### src/rtl/seq_game_ctrl.sv
// Round controller for the memory-sequence game: shows the ROM sequence one element
// at a time, then checks user key presses against it until WIN or LOSE.
module seq_game_ctrl #(
    parameter int DISP_CYCLES    = 4,
    parameter int TIMEOUT_CYCLES = 64,
    parameter int MAX_ROUND      = 15
) (
    input  logic       clk,
    input  logic       R,
    input  logic       start,
    input  logic       key_valid,
    input  logic [3:0] key,
    input  logic [3:0] rom_data,
    input  logic       tc_fpga,
    input  logic       tc_user,
    output logic       clr_fpga,
    output logic       clr_user,
    output logic       en_fpga,
    output logic       en_user,
    output logic       sel_user,
    output logic [3:0] round,
    output logic       show_en,
    output logic       win,
    output logic       lose,
    output logic [3:0] state
);

    localparam logic [3:0] S_IDLE      = 4'd0;
    localparam logic [3:0] S_LOAD      = 4'd1;
    localparam logic [3:0] S_SHOW      = 4'd2;
    localparam logic [3:0] S_STEP      = 4'd3;
    localparam logic [3:0] S_CHK_F     = 4'd4;
    localparam logic [3:0] S_INPUT     = 4'd5;
    localparam logic [3:0] S_CHK_U     = 4'd6;
    localparam logic [3:0] S_ROUND_END = 4'd7;
    localparam logic [3:0] S_WIN       = 4'd8;
    localparam logic [3:0] S_LOSE      = 4'd9;

    localparam int DW = (DISP_CYCLES > 1) ? $clog2(DISP_CYCLES) : 1;
    localparam int TW = $clog2(TIMEOUT_CYCLES);

    localparam logic [DW-1:0] DWELL_LAST = DW'(DISP_CYCLES - 1);
    localparam logic [TW-1:0] TMO_LAST   = TW'(TIMEOUT_CYCLES - 1);
    localparam logic [3:0]    ROUND_LAST = 4'(MAX_ROUND);

    logic [3:0]    state_q, state_d;
    logic [3:0]    round_q, round_d;
    logic [DW-1:0] dwell_q, dwell_d;
    logic [TW-1:0] tmo_q, tmo_d;
    logic          key_hit;

    assign key_hit = key_valid && (key == rom_data);

    always_comb begin
        state_d = state_q;
        round_d = round_q;
        dwell_d = dwell_q;
        tmo_d   = tmo_q;
        case (state_q)
            S_IDLE, S_WIN, S_LOSE: begin
                if (start) begin
                    state_d = S_LOAD;
                    round_d = 4'd0;
                end
            end
            S_LOAD: begin
                state_d = S_SHOW;
                dwell_d = '0;
            end
            S_SHOW: begin
                if (dwell_q == DWELL_LAST) begin
                    state_d = S_STEP;
                end else begin
                    dwell_d = dwell_q + 1'b1;
                end
            end
            S_STEP: state_d = S_CHK_F;
            S_CHK_F: begin
                if (tc_fpga) begin
                    state_d = S_INPUT;
                    tmo_d   = '0;
                end else begin
                    state_d = S_SHOW;
                    dwell_d = '0;
                end
            end
            S_INPUT: begin
                // A key arriving on the last timeout cycle is still judged.
                if (key_valid) begin
                    state_d = key_hit ? S_CHK_U : S_LOSE;
                end else if (tmo_q == TMO_LAST) begin
                    state_d = S_LOSE;
                end else begin
                    tmo_d = tmo_q + 1'b1;
                end
            end
            S_CHK_U: begin
                if (tc_user) begin
                    state_d = S_ROUND_END;
                end else begin
                    state_d = S_INPUT;
                    tmo_d   = '0;
                end
            end
            S_ROUND_END: begin
                if (round_q == ROUND_LAST) begin
                    state_d = S_WIN;
                end else begin
                    state_d = S_LOAD;
                    round_d = round_q + 4'd1;
                end
            end
            default: state_d = S_IDLE;
        endcase
    end

    always_ff @(posedge clk) begin
        if (!R) begin
            state_q <= S_IDLE;
            round_q <= 4'd0;
            dwell_q <= '0;
            tmo_q   <= '0;
        end else begin
            state_q <= state_d;
            round_q <= round_d;
            dwell_q <= dwell_d;
            tmo_q   <= tmo_d;
        end
    end

    // en_user is the one combinational path from inputs, so the user counter steps
    // in the same cycle the matching key is seen.
    always_comb begin
        clr_fpga = 1'b0;
        clr_user = 1'b0;
        en_fpga  = 1'b0;
        en_user  = 1'b0;
        sel_user = 1'b0;
        show_en  = 1'b0;
        win      = 1'b0;
        lose     = 1'b0;
        case (state_q)
            S_LOAD: begin
                clr_fpga = 1'b1;
                clr_user = 1'b1;
            end
            S_SHOW:  show_en = 1'b1;
            S_STEP:  en_fpga = 1'b1;
            S_INPUT: begin
                sel_user = 1'b1;
                en_user  = key_hit;
            end
            S_CHK_U: sel_user = 1'b1;
            S_WIN:   win  = 1'b1;
            S_LOSE:  lose = 1'b1;
            default: ;
        endcase
    end

    assign round = round_q;
    assign state = state_q;

endmodule

### config.mk
export PLATFORM = sky130hd
export DESIGN_NAME = seq_game_ctrl
export DESIGN_NICKNAME = d
export VERILOG_FILES = /design/src/rtl/seq_game_ctrl.sv
export SDC_FILE = /design/constraint.sdc
export NUM_CORES = 1
export LEC_CHECK = 0
export CAP_MARGIN = 20
export CORE_ASPECT_RATIO = 0.7
export CORE_MARGIN = 2
export CORE_UTILIZATION = 36
export DETAILED_ROUTE_END_ITERATION = 12
export GPL_ROUTABILITY_DRIVEN = 0
export MAX_ROUTING_LAYER = met4
export PLACE_DENSITY = 0.65
export SLEW_MARGIN = 20
export SYNTH_ARGS = -nofsm -noshare
export SYNTH_HDL_FRONTEND = slang
export SYNTH_SLANG_ARGS = --single-unit
### constraint.sdc
create_clock -name clk -period 1.8 [get_ports clk]
set_input_delay 0.36 -clock clk [delete_from_list [all_inputs] [get_ports clk]]
set_output_delay 0.36 -clock clk [all_outputs]
set_load 0.01 [all_outputs]
# Word level (Yosys, flattened, before mapping)
# Cells that the tools add are included.
[op_classes]
addsub = 3
eq_ne = 23
n_mux = 27
reduce_logical = 11
[ops]
columns = ["op", "count"]
rows = [
  ["$mux 4", 8],
  ["$pmux 4 s8", 1],
  ["$mux 6", 4],
  ["$ne 2x2->1 const B", 9],
  ["$pmux 6 s3", 1],
  ["$eq 4x3->1 const B", 4],
  ["$eq 4x4->1 const B", 3],
  ["$reduce_and 3->1", 3],
  ["$eq 4x2->1 const B", 2],
  ["$pmux 4 s2", 1],
  ["$mux 1", 7],
  ["$add 6x1->6 const B", 1],
  ["$eq 6x6->1 const B", 1],
  ["$mux 2", 3],
  ["$pmux 2 s3", 1],
  ["$reduce_bool 3->1", 2],
  ["$reduce_and 5->1", 1],
  ["$add 4x1->4 const B", 1],
  ["$eq 4x1->1 const B", 1],
  ["$eq 4x4->1", 1],
  ["$logic_not 4->1", 1],
  ["$mux 3", 1],
  ["$ne 3x3->1 const B", 1],
  ["$reduce_or 3->1", 1],
  ["5 further kinds", 5],
]
[totals]
register_bits = 16
output_inout_bits = 16
word_cells = 68

# Longest topological paths before layout
# Gate-level depths: netlist of the first run.
[logic_depth]
word_depth = 5
mapped_depth = 6

# Worst setup path after synthesis of the first run
# No wires, ideal clock.
[synth_timing]
path_kind = "reg2reg"
startpoint = "register tmo_q[0]"
endpoint = "register state_q[0] (netlist: state[0])"
arrival_ps = 1587
slack_ps = 95
path_stages_with_launch = 7
path_buffers = 0
period_less_slack_ps = 1705
cell_sequence = "dfxtp_1 > ha_1 > and2_1 > a2111o_4 > o21ai_2 > nor2_1 > a32o_1"
[synth_between]
elab_chain_cells = 3
[synth_rtl]
columns = ["item", "line", "rtl"]
rows = [
  ["from (decl)", "49", "logic [TW-1:0] tmo_q, tmo_d;"],
  ["from (signal assigned)", "127", "tmo_q <= tmo_d;"],
  ["$eq 6x6->1", "91", "end else if (tmo_q == TMO_LAST) begin"],
  ["$ne 3x3->1 (no line)", "n/a", ""],
  ["$reduce_and 3->1 (no line)", "n/a", ""],
  ["to (signal assigned)", "124", "state_q <= state_d;"],
  ["to (decl)", "46", "logic [3:0] state_q, state_d;"],
]
# Every way passes these cells.
# A chain may end at the register's enable or synchronous reset.

# Worst setup path in the final report of the first run
[layout_timing]
startpoint = "input rom_data[1]"
endpoint = "output en_user"
[layout_between]
elab_chain_cells = 3
[layout_rtl]
columns = ["item", "line", "rtl"]
rows = [
  ["from (decl)", "13", "input logic [3:0] rom_data,"],
  ["$eq 4x4->1", "52", "assign key_hit = key_valid && (key == rom_data);"],
  ["$logic_and 1x1->1", "52", ""],
  ["$mux 1", "142", "case (state_q)"],
  ["to (decl)", "19", "output logic en_user,"],
]
# Every way passes these cells.

==> results of run 1 <==
## kinds of logic after synthesis
group | share of synthesized area [%]
compound gates | 22.8
xor+xnor | 8.88
fa+ha+maj | 3.46
buf+inv | 6.46
flops | 29.5
mux | 1.04
simple gates | 27.8
## power by group
| part | internal (mW) | total [mW] | leakage [nW] | switching [mW] |
|---|---|---|---|---|
| sequential | 0.397 | 0.450 | 0.132 | 0.0535 |
| combinational | 0.454 | 0.895 | 0.553 | 0.440 |
| clock | 0.194 | 0.328 | 0.0288 | 0.134 |
| total | 1.05 | 1.67 | 0.714 | 0.628 |
## path summary, 6_finish.rpt
check,slack (ps),start,endpoint,cells after the start
setup / recovery,50,rom_data[1],en_user,7
hold / removal,480,dwell_q[1],dwell_q[1],2
setup reg to reg,70,tmo_q[1],state[0],6
hold reg to reg,480,dwell_q[1],dwell_q[1],2
## layout make-up
type	instances	area, µm²
Inverter	3	11.3
Tap cell	36	45.0
Clock buffer	4	55.1
Timing Repair Buffer	51	460
Fill cell	261	1190
Sequential cell	16	328
Multi-Input combinational cell	106	731
## stage by stage
step,std cells,total power [mW],area (µm²),util (%)
after CTS,215,1.66,1590,56.3
after global routing,216,1.78,1630,57.8
after detailed placement,211,1.31,1530,54.1
final,216,1.67,1630,57.8
after global placement,211,1.30,1530,54.1
after floorplan,131,0.934,1080,-
## registers in the layout, summed over array words and instances, names as in the netlist
| signal | cells |
|---|---|
| tmo_q | 6 |
| dwell_q | 2 |
| state | 4 |
| round | 4 |
## critical path: cells and delay by family
family / cells / cell delay, ps
buf+inv: 3 / 650
simple gates: 3 / 270
xor+xnor: 1 / 120
## metal layers
layer / wire, µm / vias up / track usage (%)
li1: - / 571 / -
met1: 1400 / 555 / 22.0
met2: 1390 / 42 / 29.5
met3: 197 / 9 / 4.91
met4: 70 / 0 / 9.29
met5: 0 / - / -
## Yosys cell counts (2+ instances only)
cell type  instances  area share (%)
dfxtp_1           16              30
nor2_1            15             5.2
nand3_1           13             6.0
xnor2_1           11             8.9
nand2_1            8             2.8
o21ai_0            7             3.2
and2_1             4             2.3
nor3_1             4             1.8
a21oi_1            3             1.4
a21oi_2            3             2.4
buf_6              3             3.1
ha_1               3             3.5
inv_1              3             1.0
nand2b_1           3             1.7
a211o_2            2             1.8
a21boi_0           2             1.4
nand3b_1           2             1.4
o211ai_1           2             1.4
o31ai_1            2             1.4
## repair_timing
item / in CTS / in global routing
hold buffers: 0 / 0
gates resized for setup: 17 / 13
endpoints found under the setup margin: 10 / 5
gates cloned: 0 / 1
pin swaps: 5 / 7
==> metrics, run 1 <==
Total GRT Usage=18.6%; max-cap violation count=0; FP Rows=16; First DRT Iteration DRCs=23; routed vias=1177; Clock transition at path regs=70 ps; vias in the first global route=1111; predominant post-synthesis flop cell=dfxtp_1; status=complete, no violations; critical path required time=1440 ps; n_diodes=0; CTS tree=done; Post-synth ARST share=0%; DR pass1 iterations=4; core area=2820 µm²; Slew @ Worst Pin=347 ps; DRC viols=0; Slew Limit Headroom=76.8%; crit path cell chain=clkdlybuf4s50_1 > xnor2_1 > nand2_1 > nor2_1 > nand2_1 > inv_1 > buf_2; final wirelength=3.06 mm; Setup TNS Final=0 ps; pin count of the biggest net entering global routing=10; HPWL after detailed placement=2.29 mm; hold_ws=481 ps; Clock Latency Late Sink=250 ps; Worst EP arrival=1390 ps; Die Y=49.9 µm; Initial Util=38.4%; antenna violations before repair=0; clk sinks=16; Seq cells post-synth=16; share of cells above drive strength 1=27.2%; first-pass GRT wire length=4.98 mm; syn_area_per_cell=8.28 µm²; Net Count, Synth=148; wire per inst=14.2 µm; clock skew=0.518 ps; Slowest Stage Delay on Critical Path=480 ps; Worst setup EP type=output pin; mapped cell area=1080 µm²; area grow syn2layout=50.3%; Top cell by count, worst path=nand2_1; Post-CTS Setup Bufs=0; Routed Antenna Nets=0; most frequent cells in the layout=22 x buf_4, 15 x nor2_1, 14 x clkdlybuf4s50_1, 13 x nand3_1, 12 x dfxtp_1; CTS H-tree depth=1; sequential area share after synthesis=29.5%; overflow left after global routing=0; Max clock buf depth=2; Pins Over Slew Limit=0; worst slack, placed=-370 ps; VDD IR max=0.736 mV; CTS root buf=clkbuf_8; P per Cell Area=1030 nW/µm²; min Tclk post-route=1750 ps; Yosys cell types=44; Hold Crit Class=reg2reg; CP max stage cell=clkdlybuf4s50_1; Yosys warning count=0; commonest non-fill, non-tap cell in the layout=buf_4; Setup CP Type=in2out; Fmax=572 MHz; Top Ports=30; CTS Buf Count=3; fin nets=198; Critical Path Source Type=input pin; port bufs=29; setup ws final=52.4 ps; Post-synth EDFFs=0; fin crit share=97.1%; RSZ-0062 raised after global routing=no; Die Width=69.6 µm; Worst Path Max Fanout=2; Leak=0.714 nW; via density per instance=5.45; total die area=3480 µm²; # setup viols final=0; Hold Vio Cnt, Final=0; Mapped Cells=131
Power figures use the tool's default switching activity.
==> run 2, diff against run 1 <==
--- a/config.mk
+++ b/config.mk
@@ -9,10 +9,12 @@
 export CORE_ASPECT_RATIO = 0.7
 export CORE_MARGIN = 2
 export CORE_UTILIZATION = 36
+export CTS_CLUSTER_DIAMETER = 150
 export DETAILED_ROUTE_END_ITERATION = 12
 export GPL_ROUTABILITY_DRIVEN = 0
 export MAX_ROUTING_LAYER = met4
 export PLACE_DENSITY = 0.65
+export RECOVER_POWER = 100
 export SLEW_MARGIN = 20
 export SYNTH_ARGS = -nofsm -noshare
 export SYNTH_HDL_FRONTEND = slang
==> metrics, run 2 (same netlist as run 1, synthesis figures left out) <==
Top cell by count, worst path=nand2_1 (unchanged); CTS Buf Count=3 (unchanged); RSZ-0062 raised after global routing=no (unchanged); Worst EP arrival=1390 ps (about the same); CTS H-tree depth=1 (unchanged); Initial Util=38.4% (unchanged); hold_ws=482 ps (was 481 ps); Largest Register=tmo_q (unchanged); final wirelength=3.07 mm (was 3.06 mm); placed cell count=211 (unchanged); P per Cell Area=1020 nW/µm² (was 1030 nW/µm²); via density per instance=5.39 (was 5.45); critical path required time=1440 ps (about the same); n_diodes=0 (unchanged); worst slack, placed=-370 ps (unchanged); vias in the first global route=1111 (unchanged); first-pass GRT wire length=4.98 mm (unchanged); Top Ports=30 (unchanged); antenna violations before repair=0 (unchanged); fin crit share=97.1% (about the same); fin nets=198 (unchanged); Die Width=69.6 µm (unchanged); Worst Path Max Fanout=2 (unchanged); port bufs=29 (unchanged); VDD IR max=0.731 mV (was 0.736 mV); Max clock buf depth=2 (unchanged); Fmax=572 MHz (about the same); Int Power=1.03 mW (was 1.05 mW); status=complete, no violations (unchanged); CTS tree=done (unchanged); share of cells above drive strength 1=26.1% (was 27.2%); Non-Filler Instances=216 (unchanged); worst r2r dst=state[0] (unchanged); # setup viols final=0 (unchanged); filler cell count=265 (was 261); DRC viols=0 (unchanged); Crit Reg-Reg Startpoint=tmo_q[1] (unchanged); overflow left after global routing=0 (unchanged); clk sinks=16 (unchanged); worst reg-to-reg path cell count=6 (unchanged); clock skew=0.591 ps (was 0.518 ps); Critical Path Source Type=input pin (unchanged); Clock Latency Late Sink=250 ps (about the same); Routed Antenna Nets=0 (unchanged); Pins Over Slew Limit=0 (unchanged); min Tclk post-route=1750 ps (about the same); First DRT Iteration DRCs=28 (was 23); CTS root buf=clkbuf_8 (unchanged); Worst setup EP type=output pin (unchanged); DR pass1 iterations=4 (unchanged); Top Family by Delay on Critical Path=buffers and inverters (unchanged); max reg flops=6 (unchanged); commonest non-fill, non-tap cell in the layout=buf_4 (unchanged); hold_buf cts=0 (unchanged); max-cap violation count=0 (unchanged); HPWL after detailed placement=2.29 mm (unchanged); CP max stage cell=clkdlybuf4s50_1 (unchanged); Hold Vio Cnt, Final=0 (unchanged); Leak=0.727 nW (was 0.714 nW); Clk pwr share=19.8% (was 19.6%); wire per inst=14.2 µm (about the same); total die area=3480 µm² (unchanged); crit path to=en_user (unchanged); most frequent cells in the layout=19 x buf_4, 15 x nor2_1, 13 x nand3_1, 12 x dfxtp_1, 11 x xnor2_1 (was 22 x buf_4, 15 x nor2_1, 14 x clkdlybuf4s50_1, 13 x nand3_1, 12 x dfxtp_1); Setup TNS Final=0 ps (unchanged); R2R setup slack=70 ps (about the same); Hold Crit Class=reg2reg (unchanged); Clock transition at path regs=60 ps (was 70 ps); worst setup path startpoint=rom_data[1] (unchanged); Gate power share=53.1% (was 53.5%); Slew Limit Headroom=78.1% (was 76.8%); Switching Fraction=37.8% (was 37.5%); core area=2820 µm² (unchanged); Buf/Inv on CP=3 (unchanged); switching power=627 µW (was 628 µW); setup ws final=51.5 ps (was 52.4 ps); routed vias=1164 (was 1177); Total GRT Usage=18.6% (unchanged); Setup CP Type=in2out (unchanged); Crit path depth=7 (unchanged); Flop pwr share=27.1% (was 26.9%); Slew @ Worst Pin=327 ps (was 347 ps); FP Rows=16 (unchanged); pin count of the biggest net entering global routing=10 (unchanged); area grow syn2layout=49.1% (was 50.3%); crit path cell chain=clkdlybuf4s50_1 > xnor2_1 > nand2_1 > nor2_1 > nand2_1 > inv_1 > buf_2 (unchanged); Die Y=49.9 µm (unchanged); Slowest Stage Delay on Critical Path=480 ps (about the same)
## run 2: cell count changes in the layout (fill, tap and decap cells not counted), sizes merged
cell,delta
dlygate4sd2,+1
buf,-3
clkbuf,+3
clkdlybuf4s15,-1
dlygate4sd3,+5
clkdlybuf4s50,-5
## run 2: worst min-delay path by stage
| stage | start | endpoint | slack [ps] | cells past startpoint |
|---|---|---|---|---|
| floorplan | dwell_q[1] | dwell_q[1] | 450 | 2 |
| global placement | dwell_q[1] | dwell_q[1] | 470 | 2 |
| detailed placement | dwell_q[1] | dwell_q[1] | 470 | 2 |
| CTS | dwell_q[1] | dwell_q[1] | 480 | 2 |
| global route | dwell_q[1] | dwell_q[1] | 520 | 2 |
| finish | dwell_q[1] | dwell_q[1] | 480 | 2 |
## run 2: repair_timing
item | CTS | global route
gates resized for setup | 17 | 13
pin swaps | 5 | 7
setup endpoints to repair | 10 | 5
buffers inserted | 0 | 0
gates cloned | 0 | 1
## run 2: area by class of cell
cell class | count | area [µm²] | area share, %
multi-input combinational | 106 | 723 | 44.7
timing repair buffer | 51 | 455 | 28.2
sequential | 16 | 328 | 20.3
clock buffer | 4 | 55.1 | 3.40
tap | 36 | 45.0 | 2.78
inverter | 3 | 11.3 | 0.696
## run 2: layer usage
metal,vias to the layer above,GRT usage [%],routed length [µm]
met2,28,29.5,1350
li1,573,-,-
met1,552,22.0,1500
met4,0,9.29,90
met3,11,4.91,132
met5,-,-,0
## run 2: worst reg2reg max path, stage by stage, from the launching register on
cell	delay, ps
dfxtp_2	340
ha_2	180
and2_4	170
a2111o_4	540
o21ai_2	90
nor2_1	60
a32o_1	240
## run 2: metrics by stage
stage / cell area, µm² / total power, mW / util, %
final: 1620 / 1.66 / 57.3
after global routing: 1620 / 1.76 / 57.3
after CTS: 1590 / 1.66 / 56.3
after detailed placement: 1530 / 1.31 / 54.1
after global placement: 1530 / 1.30 / 54.1
after floorplan: 1080 / 0.934 / -
## run 2: power by group through the flow
stage / sequential (mW) / combinational (mW) / clock [mW]
floorplan: 0.457 / 0.477 / 0
global placement: 0.443 / 0.856 / 0
detailed placement: 0.446 / 0.869 / 0
CTS: 0.447 / 0.878 / 0.331
global route: 0.455 / 0.954 / 0.352
finish: 0.449 / 0.880 / 0.328
==> run 3, diff against run 2 <==
--- a/config.mk
+++ b/config.mk
@@ -5,7 +5,7 @@
 export SDC_FILE = /design/constraint.sdc
 export NUM_CORES = 1
 export LEC_CHECK = 0
-export CAP_MARGIN = 20
+export CAP_MARGIN = 25
 export CORE_ASPECT_RATIO = 0.7
 export CORE_MARGIN = 2
 export CORE_UTILIZATION = 36
==> results of run 3 <==
Final layout, timing and power as in run 2 (identical DEF).
